### src/rtl/lsu_stage_if.sv
// Data-memory port of the LSU: req/gnt/rvalid handshake with write strobes.
// The master modport faces the LSU and the slave modport faces the memory.
interface lsu_stage_if #(
  parameter int AW = 32
);
  logic          mem_req;
  logic          mem_we;
  logic [AW-1:0] mem_addr;
  logic [31:0]   mem_wdata;
  logic [3:0]    mem_wstrb;
  logic          mem_gnt;
  logic          mem_rvalid;
  logic [31:0]   mem_rdata;

  modport master (
    output mem_req, mem_we, mem_addr, mem_wdata, mem_wstrb,
    input  mem_gnt, mem_rvalid, mem_rdata
  );

  modport slave (
    input  mem_req, mem_we, mem_addr, mem_wdata, mem_wstrb,
    output mem_gnt, mem_rvalid, mem_rdata
  );
endinterface

### src/rtl/lsu_stage.sv
// RV32I memory stage: issues loads/stores on a req/gnt/rvalid port and drives writeback.
// Define LSU_MISALIGN_TRAP_EN to drop misaligned H/W accesses and pulse lsu_misalign.
module lsu_stage #(
  parameter int AW = 32
) (
  input  logic        CLK,
  input  logic        RSTN,
  input  logic        alu_vld,
  input  logic        alu_flush,
  input  logic [3:0]  alu_LS,
  input  logic        alu_ld_unsigned,
  input  logic [4:0]  alu_rd,
  input  logic        alu_rd_wen,
  input  logic [31:0] alu_out,
  input  logic [31:0] alu_rs2_data,
  output logic        lsu_busy,
  lsu_stage_if.master mem,
  output logic        lsu_mem_rvld,
  output logic [4:0]  wb_rd,
  output logic        wb_rd_wen,
  output logic [31:0] wb_rd_data,
  output logic        lsu_misalign
);

  typedef enum logic [1:0] {
    IDLE = 2'd0,
    REQ  = 2'd1,
    WAIT = 2'd2
  } state_t;

  state_t        state_q, state_d;
  logic          req_q, req_d;
  logic          we_q, we_d;
  logic [AW-1:0] addr_q, addr_d;
  logic [31:0]   wdata_q, wdata_d;
  logic [3:0]    wstrb_q, wstrb_d;
  logic [4:0]    rd_q, rd_d;
  logic          rdwen_q, rdwen_d;
  logic [1:0]    size_q, size_d;
  logic          uns_q, uns_d;
  logic [1:0]    lo_q, lo_d;
  logic [4:0]    wb_rd_q, wb_rd_d;
  logic          wb_wen_q, wb_wen_d;
  logic [31:0]   wb_data_q, wb_data_d;
  logic          rvld_q, rvld_d;

  logic          accept;
  logic [1:0]    lo_eff;
  logic [3:0]    strb_new;
  logic [31:0]   wdata_new;
  logic [31:0]   rshift;
  logic [31:0]   load_data;

  assign accept = alu_vld & ~alu_flush & (state_q == IDLE);

  // Low address bits snapped to natural alignment for the access size
  always_comb begin
    unique case (alu_LS[1:0])
      2'b00:   lo_eff = alu_out[1:0];
      2'b01:   lo_eff = {alu_out[1], 1'b0};
      default: lo_eff = 2'b00;
    endcase
  end

  always_comb begin
    unique case (alu_LS[1:0])
      2'b00: begin
        strb_new  = 4'b0001 << lo_eff;
        wdata_new = {4{alu_rs2_data[7:0]}};
      end
      2'b01: begin
        strb_new  = 4'b0011 << {lo_eff[1], 1'b0};
        wdata_new = {2{alu_rs2_data[15:0]}};
      end
      default: begin
        strb_new  = 4'hF;
        wdata_new = alu_rs2_data;
      end
    endcase
  end

`ifdef LSU_MISALIGN_TRAP_EN
  logic misaligned;
  logic misalign_q, misalign_d;
  assign misaligned = ((alu_LS[1:0] == 2'b01) & alu_out[0]) |
                      (alu_LS[1] & (alu_out[1:0] != 2'b00));
  assign lsu_misalign = misalign_q;
`else
  assign lsu_misalign = 1'b0;
`endif

  // Halfword offsets are always even, so a byte-granular shift serves both sizes
  assign rshift = mem.mem_rdata >> {lo_q, 3'b000};

  always_comb begin
    unique case (size_q)
      2'b00:   load_data = {{24{~uns_q & rshift[7]}}, rshift[7:0]};
      2'b01:   load_data = {{16{~uns_q & rshift[15]}}, rshift[15:0]};
      default: load_data = rshift;
    endcase
  end

  always_comb begin
    state_d   = state_q;
    req_d     = req_q;
    we_d      = we_q;
    addr_d    = addr_q;
    wdata_d   = wdata_q;
    wstrb_d   = wstrb_q;
    rd_d      = rd_q;
    rdwen_d   = rdwen_q;
    size_d    = size_q;
    uns_d     = uns_q;
    lo_d      = lo_q;
    wb_rd_d   = wb_rd_q;
    wb_data_d = wb_data_q;
    wb_wen_d  = 1'b0;
    rvld_d    = 1'b0;
`ifdef LSU_MISALIGN_TRAP_EN
    misalign_d = 1'b0;
`endif
    unique case (state_q)
      IDLE: begin
        if (accept) begin
          if (!alu_LS[3]) begin
            wb_rd_d   = alu_rd;
            wb_wen_d  = alu_rd_wen;
            wb_data_d = alu_out;
          end
`ifdef LSU_MISALIGN_TRAP_EN
          else if (misaligned) begin
            misalign_d = 1'b1;
          end
`endif
          else begin
            state_d = REQ;
            req_d   = 1'b1;
            we_d    = alu_LS[2];
            addr_d  = {alu_out[AW-1:2], 2'b00};
            wdata_d = wdata_new;
            wstrb_d = alu_LS[2] ? strb_new : 4'b0000;
            rd_d    = alu_rd;
            rdwen_d = alu_rd_wen;
            size_d  = alu_LS[1:0];
            uns_d   = alu_ld_unsigned;
            lo_d    = lo_eff;
          end
        end
      end
      REQ: begin
        if (mem.mem_gnt) begin
          req_d   = 1'b0;
          we_d    = 1'b0;
          wstrb_d = 4'b0000;
          state_d = we_q ? IDLE : WAIT;
        end
      end
      WAIT: begin
        if (mem.mem_rvalid) begin
          state_d   = IDLE;
          wb_rd_d   = rd_q;
          wb_wen_d  = rdwen_q;
          wb_data_d = load_data;
          rvld_d    = 1'b1;
        end
      end
      default: state_d = IDLE;
    endcase
  end

  always_ff @(posedge CLK or negedge RSTN) begin
    if (!RSTN) begin
      state_q   <= IDLE;
      req_q     <= 1'b0;
      we_q      <= 1'b0;
      addr_q    <= '0;
      wdata_q   <= '0;
      wstrb_q   <= '0;
      rd_q      <= '0;
      rdwen_q   <= 1'b0;
      size_q    <= '0;
      uns_q     <= 1'b0;
      lo_q      <= '0;
      wb_rd_q   <= '0;
      wb_wen_q  <= 1'b0;
      wb_data_q <= '0;
      rvld_q    <= 1'b0;
`ifdef LSU_MISALIGN_TRAP_EN
      misalign_q <= 1'b0;
`endif
    end else begin
      state_q   <= state_d;
      req_q     <= req_d;
      we_q      <= we_d;
      addr_q    <= addr_d;
      wdata_q   <= wdata_d;
      wstrb_q   <= wstrb_d;
      rd_q      <= rd_d;
      rdwen_q   <= rdwen_d;
      size_q    <= size_d;
      uns_q     <= uns_d;
      lo_q      <= lo_d;
      wb_rd_q   <= wb_rd_d;
      wb_wen_q  <= wb_wen_d;
      wb_data_q <= wb_data_d;
      rvld_q    <= rvld_d;
`ifdef LSU_MISALIGN_TRAP_EN
      misalign_q <= misalign_d;
`endif
    end
  end

  assign lsu_busy      = (state_q != IDLE);
  assign mem.mem_req   = req_q;
  assign mem.mem_we    = we_q;
  assign mem.mem_addr  = addr_q;
  assign mem.mem_wdata = wdata_q;
  assign mem.mem_wstrb = wstrb_q;
  assign lsu_mem_rvld  = rvld_q;
  assign wb_rd         = wb_rd_q;
  assign wb_rd_wen     = wb_wen_q;
  assign wb_rd_data    = wb_data_q;

endmodule

### src/flat_wrapper.sv
// flat-port wrapper written by rule: the top's interface ports become plain ports
module lsu_stage_flat 
#(
  parameter int AW = 32
)
  (CLK, RSTN, alu_vld, alu_flush, alu_LS, alu_ld_unsigned, alu_rd, alu_rd_wen, alu_out, alu_rs2_data, lsu_busy, lsu_mem_rvld, wb_rd, wb_rd_wen, wb_rd_data, lsu_misalign, mem_mem_req, mem_mem_we, mem_mem_addr, mem_mem_wdata, mem_mem_wstrb, mem_mem_gnt, mem_mem_rvalid, mem_mem_rdata);
  lsu_stage_if #(.AW(AW)) mem_i ();
  input  logic CLK;
  input  logic RSTN;
  input  logic alu_vld;
  input  logic alu_flush;
  input  logic [3:0] alu_LS;
  input  logic alu_ld_unsigned;
  input  logic [4:0] alu_rd;
  input  logic alu_rd_wen;
  input  logic [31:0] alu_out;
  input  logic [31:0] alu_rs2_data;
  output logic lsu_busy;
  output logic lsu_mem_rvld;
  output logic [4:0] wb_rd;
  output logic wb_rd_wen;
  output logic [31:0] wb_rd_data;
  output logic lsu_misalign;
  output wire logic [$bits(mem_i.mem_req)-1:0] mem_mem_req;
  output wire logic [$bits(mem_i.mem_we)-1:0] mem_mem_we;
  output wire logic [$bits(mem_i.mem_addr)-1:0] mem_mem_addr;
  output wire logic [$bits(mem_i.mem_wdata)-1:0] mem_mem_wdata;
  output wire logic [$bits(mem_i.mem_wstrb)-1:0] mem_mem_wstrb;
  input wire logic [$bits(mem_i.mem_gnt)-1:0] mem_mem_gnt;
  input wire logic [$bits(mem_i.mem_rvalid)-1:0] mem_mem_rvalid;
  input wire logic [$bits(mem_i.mem_rdata)-1:0] mem_mem_rdata;
  assign mem_mem_req = mem_i.mem_req;
  assign mem_mem_we = mem_i.mem_we;
  assign mem_mem_addr = mem_i.mem_addr;
  assign mem_mem_wdata = mem_i.mem_wdata;
  assign mem_mem_wstrb = mem_i.mem_wstrb;
  assign mem_i.mem_gnt = mem_mem_gnt;
  assign mem_i.mem_rvalid = mem_mem_rvalid;
  assign mem_i.mem_rdata = mem_mem_rdata;
  lsu_stage #(.AW(AW)) u_core (.CLK(CLK), .RSTN(RSTN), .alu_vld(alu_vld), .alu_flush(alu_flush), .alu_LS(alu_LS), .alu_ld_unsigned(alu_ld_unsigned), .alu_rd(alu_rd), .alu_rd_wen(alu_rd_wen), .alu_out(alu_out), .alu_rs2_data(alu_rs2_data), .lsu_busy(lsu_busy), .mem(mem_i), .lsu_mem_rvld(lsu_mem_rvld), .wb_rd(wb_rd), .wb_rd_wen(wb_rd_wen), .wb_rd_data(wb_rd_data), .lsu_misalign(lsu_misalign));
endmodule
### config.mk
export PLATFORM = sky130hd
export DESIGN_NAME = lsu_stage_flat
export DESIGN_NICKNAME = d
export VERILOG_FILES = /design/src/rtl/lsu_stage_if.sv /design/src/rtl/lsu_stage.sv /design/src/flat_wrapper.sv
export SDC_FILE = /design/constraint.sdc
export NUM_CORES = 1
export LEC_CHECK = 0
export BUFFER_PORTS_ARGS = -buffer_cell sky130_fd_sc_hd__buf_2
export CAP_MARGIN = 20
export CORE_ASPECT_RATIO = 1.1
export CORE_MARGIN = 1
export CORE_UTILIZATION = 38
export DETAILED_ROUTE_END_ITERATION = 16
export HOLD_SLACK_MARGIN = 0.08
export PLACE_DENSITY = 0.76
export SYNTH_ARGS = -nofsm -noshare
export SYNTH_HDL_FRONTEND = slang
export SYNTH_SLANG_ARGS = --single-unit
### constraint.sdc
create_clock -name CLK -period 2.13 [get_ports CLK]
set_input_delay 0.1065 -clock CLK [delete_from_list [all_inputs] [get_ports CLK]]
set_output_delay 0.1065 -clock CLK [all_outputs]
set_load 0.03 [all_outputs]
==> flow_summary.ini <==
[outcome]
status = finished clean

[global_routing]
gr-total-overflow = 0
grt_pass1_wl_microns = 30100
grt_usage_pct = 24.7
grt_pass1_vias = 5783
grt_max_degree = 121
antenna_found_initial = 0

[place]
dp.cells = 1027
portBuffers = 220
dp_hpwl_microns = 12600
gp_congestion = 0.811
dp_slack_ns = 0.127
dpl_cell_area_sq_mm = 0.00715

[clocking]
root_buffer = clkbuf_16
insertion_delay_ns = 0.42
cts-htree-levels = 4
clockBufferDepth = 2
cts.sinks = 120
clkTransAtPathRegs_ns = 0.05
cts_inserted_buffers = 17
cts_tree = done
post_cts_buffers = 0

[setup_path]
cp.required_ns = 2.39
critical_path_class = flip-flop to flip-flop
cp_max_fo = 16
worstPathArrival_ns = 2.25
critPathCaptureType = flip-flop
critPathLaunchType = flip-flop

[sta]
tightestPinTransition_ns = 0.653
rsz0062_at_grt = false
finalHoldViolCount = 0
slew_viol_final = 0
max_freq_ghz = 0.502
slew_headroom_pct = 56.5
fin_worst_skew_ns = 0.00771
setup_viol = 0
setup-tns-final_ns = 0
post-route-period-util_pct = 93.5
min_period_ns = 1.99
finalWorstSetupSlack_ns = 0.138

[detailed_routing]
highest_layer = met4
wl_met2_microns = 9270
drt_first_pass_iters = 5
wl_microns = 18900
wl_met3_microns = 1150
drt-met1-wl_microns = 8030
via_per_inst = 5.02
drtIter0Drc = 370
vias = 5741
drc = 0
antenna_left = 0
wire_per_inst_microns = 16.6

[power]
ir_drop_mv = 0.508
power.leakage_nw = 4.30
power_density_mw_per_mm2 = 1180

[synth]
synth_top_family_by_area = simple AND/OR/NAND/NOR gates
synth_area_per_cell_sq_um = 9.14
syn_inst = 638
synthAdderAreaFrac_pct = 0
synthMuxAreaShare_pct = 9.34
synth-edff-count = 0
synthFlopType = dfrtp_1
ys_ff_latch = 120
netlist_area_sq_mm = 0.00583
ys_warn_count = 0
synth-xor-area-share_pct = 0
synth_compound_area_share_pct = 13.1
ys_types = 39
yosysSeqAreaShare_pct = 51.5
synth-simple-area-share_pct = 21.6
async_flop_share_pct = 100

[floorplan]
fp.coreArea_sq_mm = 0.0150
die_w_microns = 120
initial_utilization_pct = 38.9
die_h_microns = 132
ios = 224
fp-row-count = 47
die-area_sq_mm = 0.0158

[final_layout]
drive_above_1_share_pct = 32.2
final_cell_area_sq_mm = 0.00855
antennaDiodeCount = 0
syn2layout_area_growth_pct = 46.6
fin_nets = 1048
instances_no_fill = 1143

[worst_hold_path]
min_path_type = input port to flip-flop

[job]
drv_cap = 0
## logic make-up (layout without fill, tap and decap cells)
group / Yosys count / after routing
simple gates: 318 / 318
flops: 120 / 120
compound gates: 99 / 99
mux: 51 / 51
buf+inv: 49 / 356
other cells: 1 / 3
## metrics by stage
stage               hold WS (ns)  total power [mW]  utilization (%)
global placement           0.265              7.20             47.7
floorplan                 -0.189              6.02                -
finish                     0.124              10.1             57.0
detailed placement         0.263              7.29             47.7
global route               0.123              10.6             57.0
CTS                        0.105              10.1             57.0
## timing repair
action                                 CTS  global route
hold buffers                            85             0
resized for setup                        0             0
endpoints found under the hold margin  234             0
## layout make-up
type                    instances  area [sq um]
clock buffers                  23           478
clock inverters                 8          72.6
multi-input cells             471          2610
inverters                       4          15.0
flip-flops and latches        120          3000
repair buffers                321          2120
well taps                     196           245
fillers                      1305          6450
## per-layer routing
metal	up-vias	track usage (%)
met5	-	0
met4	0	10.8
met3	29	7.01
met2	236	40.8
met1	2745	29.9
li1	2731	-
## cells in the final DEF, fill, tap and decap left out, drive strengths merged, types with 4 or more instances in the layout
cell	instances
a21oi	10
o21ai	27
a221oi	25
dlygate4sd3	85
a22oi	8
dfrtp	120
clkinv	4
nor2b	5
buf	236
nand2	222
nor2	75
mux2	17
a31oi	14
o211ai	7
mux2i	33
clkbuf	23
inv	4
## worst paths after layout
path | from | to | slack, ns | cells after the start
setup / recovery | u_core.size_q[0] | u_core.wb_rd_data[28] | 0.14 | 4
hold / removal | alu_LS[0] | u_core.size_q[0] | 0.12 | 3
setup reg to reg | u_core.size_q[0] | u_core.wb_rd_data[28] | 0.14 | 4
hold reg to reg | u_core.mem.mem_addr[9] | u_core.mem.mem_addr[9] | 0.47 | 2
max in group asynchronous | RSTN | u_core.mem.mem_addr[26] | 1.30 | 3
min in group asynchronous | RSTN | u_core.mem.mem_addr[9] | 0.34 | 3
## state kept, by name, indices dropped and copies added, names as in the netlist
name / flops
u_core.state_q: 2
u_core.wb_rd_data: 32
u_core.wb_rd: 5
u_core.uns_q: 1
u_core.mem.mem_addr: 30
u_core.wb_rd_wen: 1
u_core.rdwen_q: 1
u_core.lo_q: 2
u_core.mem.mem_req: 1
u_core.mem.mem_wstrb: 4
u_core.rd_q: 5
u_core.mem.mem_wdata: 32
u_core.lsu_mem_rvld: 1
u_core.mem.mem_we: 1
u_core.size_q: 2
## worst max-delay path, cell delays in order (launching register included)
cell and delay (ns):
dfrtp_1 0.47, mux2_2 0.36, or3_4 0.34, a31oi_4 0.47, a221oi_1 0.19
## where the power goes
part | switching [mW] | internal, mW | total, mW | leakage (nW)
registers | 0.431 | 3.01 | 3.44 | 1.46
clock network | 1.01 | 1.68 | 2.69 | 0.265
logic | 2.66 | 1.30 | 3.96 | 2.58
## synth_stat cells (2+ instances only)
| library cell | instances | area, sq um |
|---|---|---|
| nor3_1 | 2 | 10.0 |
| buf_4 | 7 | 52.6 |
| inv_1 | 3 | 11.3 |
| clkbuf_1 | 19 | 71.3 |
| dfrtp_1 | 120 | 3000 |
| nor2_1 | 74 | 278 |
| a221oi_1 | 13 | 114 |
| a22oi_1 | 8 | 60.1 |
| a31oi_1 | 13 | 81.3 |
| a221oi_2 | 12 | 180 |
| o31ai_1 | 2 | 15.0 |
| o21ai_0 | 27 | 135 |
| buf_6 | 3 | 33.8 |
| and2_1 | 3 | 18.8 |
| a21oi_1 | 9 | 45.0 |
| nand2b_1 | 3 | 18.8 |
| o211ai_1 | 7 | 52.6 |
| buf_2 | 16 | 80.1 |
| nor2b_1 | 5 | 31.3 |
| a32o_1 | 2 | 20.0 |
| mux2i_1 | 33 | 330 |
| nand3_1 | 2 | 10.0 |
| nand2_1 | 222 | 833 |
| mux2_2 | 17 | 191 |
| or2_2 | 2 | 12.5 |
No activity file was read; power rests on OpenSTA's default activity.
